--- src/rtl/mux4way_stream_arbiter.sv ---
// Four-to-one valid/ready stream merger with round-robin arbitration, packet locking
// and a single registered output stage.
module mux4way_stream_arbiter #(
  parameter int unsigned WIDTH = 16
) (
  input  logic             clk,
  input  logic             rst_n,
  input  logic [WIDTH-1:0] in_a,
  input  logic [WIDTH-1:0] in_b,
  input  logic [WIDTH-1:0] in_c,
  input  logic [WIDTH-1:0] in_d,
  input  logic             valid_a,
  input  logic             valid_b,
  input  logic             valid_c,
  input  logic             valid_d,
  input  logic             last_a,
  input  logic             last_b,
  input  logic             last_c,
  input  logic             last_d,
  output logic             ready_a,
  output logic             ready_b,
  output logic             ready_c,
  output logic             ready_d,
  output logic [WIDTH-1:0] out,
  output logic             out_last,
  output logic [1:0]       out_sel,
  output logic             out_valid,
  input  logic             out_ready
);

  typedef enum logic [0:0] {StIdle, StLocked} state_e;

  state_e           state_q;
  logic [1:0]       ptr_q;
  logic [1:0]       lidx_q;
  logic [WIDTH-1:0] out_q;
  logic             out_last_q;
  logic [1:0]       out_sel_q;
  logic             out_valid_q;

  logic [3:0]       valid_vec;
  logic [3:0]       last_vec;
  logic [WIDTH-1:0] data_vec [4];
  logic             grant_vld;
  logic [1:0]       grant_idx;
  logic [1:0]       cand;
  logic             can_load;
  logic             accept;
  logic [3:0]       ready_vec;

  assign valid_vec   = {valid_d, valid_c, valid_b, valid_a};
  assign last_vec    = {last_d, last_c, last_b, last_a};
  assign data_vec[0] = in_a;
  assign data_vec[1] = in_b;
  assign data_vec[2] = in_c;
  assign data_vec[3] = in_d;

  // Descending scan so the candidate closest to ptr_q is assigned last and wins.
  always_comb begin
    grant_vld = 1'b0;
    grant_idx = ptr_q;
    cand      = ptr_q;
    if (state_q == StLocked) begin
      grant_idx = lidx_q;
      grant_vld = valid_vec[lidx_q];
    end else begin
      for (int k = 3; k >= 0; k--) begin
        cand = ptr_q + 2'(k);
        if (valid_vec[cand]) begin
          grant_vld = 1'b1;
          grant_idx = cand;
        end
      end
    end
  end

  assign can_load  = !out_valid_q || out_ready;
  assign accept    = can_load && grant_vld;
  assign ready_vec = accept ? (4'b0001 << grant_idx) : 4'b0000;

  assign ready_a   = ready_vec[0];
  assign ready_b   = ready_vec[1];
  assign ready_c   = ready_vec[2];
  assign ready_d   = ready_vec[3];

  always_ff @(posedge clk or negedge rst_n) begin
    if (!rst_n) begin
      state_q     <= StIdle;
      ptr_q       <= 2'd0;
      lidx_q      <= 2'd0;
      out_q       <= '0;
      out_last_q  <= 1'b0;
      out_sel_q   <= 2'd0;
      out_valid_q <= 1'b0;
    end else if (accept) begin
      out_q       <= data_vec[grant_idx];
      out_last_q  <= last_vec[grant_idx];
      out_sel_q   <= grant_idx;
      out_valid_q <= 1'b1;
      if (last_vec[grant_idx]) begin
        state_q <= StIdle;
        ptr_q   <= grant_idx + 2'd1;
      end else begin
        state_q <= StLocked;
        lidx_q  <= grant_idx;
      end
    end else if (out_ready) begin
      out_valid_q <= 1'b0;
    end
  end

  assign out       = out_q;
  assign out_last  = out_last_q;
  assign out_sel   = out_sel_q;
  assign out_valid = out_valid_q;

endmodule
--- config.mk ---
export PLATFORM = sky130hd
export DESIGN_NAME = mux4way_stream_arbiter
export DESIGN_NICKNAME = d
export VERILOG_FILES = /design/src/rtl/mux4way_stream_arbiter.sv
export SDC_FILE = /design/constraint.sdc
export NUM_CORES = 1
export LEC_CHECK = 0
export ABC_CLOCK_PERIOD_IN_PS = 5700
export CAP_MARGIN = 25
export CORE_MARGIN = 2
export CORE_UTILIZATION = 34
export CTS_CLUSTER_DIAMETER = 60
export DETAILED_ROUTE_END_ITERATION = 7
export PLACE_DENSITY = 0.72
export SETUP_SLACK_MARGIN = 0.1
export SYNTH_ARGS = -nofsm -noshare
export SYNTH_HDL_FRONTEND = slang
export SYNTH_SLANG_ARGS = --single-unit
--- constraint.sdc ---
create_clock -name clk -period 5.7 [get_ports clk]
set_input_delay 1.14 -clock clk [delete_from_list [all_inputs] [get_ports clk]]
set_output_delay 1.14 -clock clk [all_outputs]
set_load 0.02 [all_outputs]
==> results.cfg <==
[place]
preCtsSetupSlack_ps = 775.3
gp_congestion = 0.8016
dpl-instance-area_um2 = 2840
dp_hpwl_um = 3461
dp_cells = 323
io_buffers = 98

[layout]
nFillCells = 504
regArea_um2 = 625.6
antenna_cells = 0
drive_above_1_share_pct = 12.84
fin_util_pct = 56.49
fin_cells = 327
area_growth_pct = 59.58
nets = 337
stdcell_area_um2 = 2885
multi_input_area_um2 = 1097

[synth]
yosysWarnings = 0
synth-adder-area-share_pct = 2.768
synth_top_family_by_area = multiplexers
ys_types = 32
syn_area_um2 = 1808
synth_compound_area_share_pct = 9.412
synthXorXnorAreaFrac_pct = 0
synth_edf_count = 0
dominantRegCellSynth = dfrtp_1
synth.area.mux_share_pct = 40.76
syn_nets = 238
ys_seq_area_share_pct = 34.60
netlist_instances = 159
async_flop_share_pct = 100.0
synth_simple_gate_area_share_pct = 7.751
synth_seq_cells = 25
syn_avg_cell_area_um2 = 11.37

[detailed_routing]
drcViolationCount = 0
drt-wirelength-per-cell_um = 13.48
dr.pass1.iters = 4
routed_wl_um = 4409
drtAntennaViolNets = 0
avgViaCountPerCell = 4.746
vias = 1552
drt_iter0_drc = 33

[clock_tree]
cts_resized = 0
cts_buffer_depth = 2
cts_tree = built
cts-hold-fix-buffers = 0
cts_sinks = 25
cts_max_level = 1
root_buffer = clkbuf_8
cts_inserted_buffers = 3
post-cts-setup-buffer-count = 0
clkLatencyLatePin_ps = 270
clkTransAtPathRegs_ps = 90

[sta]
fin_crit_sh_pct = 85.91
skew_ps = 6.337
finalSetupViolCount = 0
slew_headroom_pct = 62.74
setup_ws_ps = 803.1
drv_slew = 0
fmax_ghz = 0.2042
hold_viol = 0
final.hold.worst_slack_ps = 509.0
timing.final.crit_period_ps = 4897
tns_ps = 0
tightestPinTransition_ps = 552.8
rsz0062_at_grt = false

[pwr]
p_per_area_nw_per_um2 = 510.0
ir_worst_vdd_v = 0.0002332
p_total_mw = 1.471
p_leak_nw = 1.225

[floorplan]
die_width_um = 76.92
core-area_um2 = 5107
start_util_pct = 35.40
die_area_um2 = 5917
row_count = 26
dieHeight_um = 76.92
boundaryPins = 99

[global_routing]
grt_pass1_vias = 1625
grt_pass1_wl_um = 7493
grt_max_degree = 29
antenna_found_initial = 0
grt_util_all_layers_pct = 15.36
grt-ovfl-total = 0

[min_path]
holdCritPathClass = reg -> reg

[setup_path]
crit_fanout = 12
cp-end-kind = output pin
cp-start-kind = input port
crit_type = in -> out
worstPathRequired_ps = 4560
cp_slowest_cell = clkdlybuf4s50_1
path_common_cell = clkdlybuf4s50_1
critPathArrivalTime_ps = 3760
ff2ff_setup_slack_ps = 3200
slowest_delay_ps = 630
worstPathCellList = clkdlybuf4s50_1, nand2b_1, a21boi_1, o41ai_2, inv_2, ha_1, and2_1, clkdlybuf4s50_1

[flow_run]
maxCapViolCount = 0

[outcome]
status = finished, final reports clean
[report_power, final]
group          leakage, nW  internal (mW)  switching, mW
clock               0.0228         0.0499         0.0542
combinational        0.915          0.541          0.487
sequential           0.287          0.271         0.0685
total                 1.23          0.862          0.610
[worst max-delay path, delay by kind of cell]
kind / cells / cell delay [ps]
simple gates: 2 / 280
fa+ha+maj: 1 / 260
compound gates: 2 / 640
buf+inv: 3 / 1430
[per-layer routing]
layer	global-route usage, %	wire length [µm]
met5	0	0
met2	27.72	2258
met1	18.38	1832
met4	1.636	12
met3	4.824	306
[worst paths after layout]
| check | cells after the start | to | from |
|---|---|---|---|
| max | 8 | ready_a | valid_d |
| min | 1 | out_last | out_last |
| max reg2reg | 7 | out[4] | ptr_q[1] |
| min reg2reg | 1 | out_last | out_last |
| max in group asynchronous | 2 | out_sel[1] | rst_n |
| min in group asynchronous | 2 | out[1] | rst_n |
[cell families after synthesis]
logic type                 count (synthesis)
adders and majority gates                  4
buffers and inverters                     13
DFF                                       25
AOI/OAI and AO/OA                         22
and+or+nand+nor                           25
muxes                                     70
[state kept, by name, summed over array words and instances (netlist names)]
name / count
out: 16
lidx_q: 2
out_sel: 2
ptr_q: 2
out_last: 1
out_valid: 1
state_q: 1
[layout make-up]
cell class	count	share of cell area, %
multi-input cells	121	38.03
inverters	5	0.6505
clock buffers	4	1.561
well taps	70	3.036
flip-flops and latches	25	21.68
repair buffers	102	35.04
[cells in the mapped netlist, types with 2 or more instances]
master	number	area, µm²
nor2_1	5	18.77
buf_6	4	45.04
o21ai_0	7	35.03
a21oi_1	5	25.02
mux2_2	19	214.0
ha_1	4	50.05
and2_1	5	31.28
a21boi_1	2	15.01
dfrtp_1	25	625.6
mux2i_1	50	500.5
nand2_1	2	7.510
buf_2	2	10.01
nand2b_1	4	25.02
inv_1	4	15.01
nand3_1	4	20.02
[cell usage in the layout, fill, tap and decap left out, types with 2 or more instances in the layout]
cell and instances:
clkdlybuf4s50_1 98, mux2i_1 50, dfrtp_1 25, mux2_2 19, o21ai_0 7, a21oi_1 5, nor2_1 5, and2_1 5
nand2b_1 4, inv_1 4, nand3_1 4, ha_1 4, buf_4 4, clkbuf_8 3, a21boi_1 2, nand2_1 2
Power figures use the tool's default switching activity.
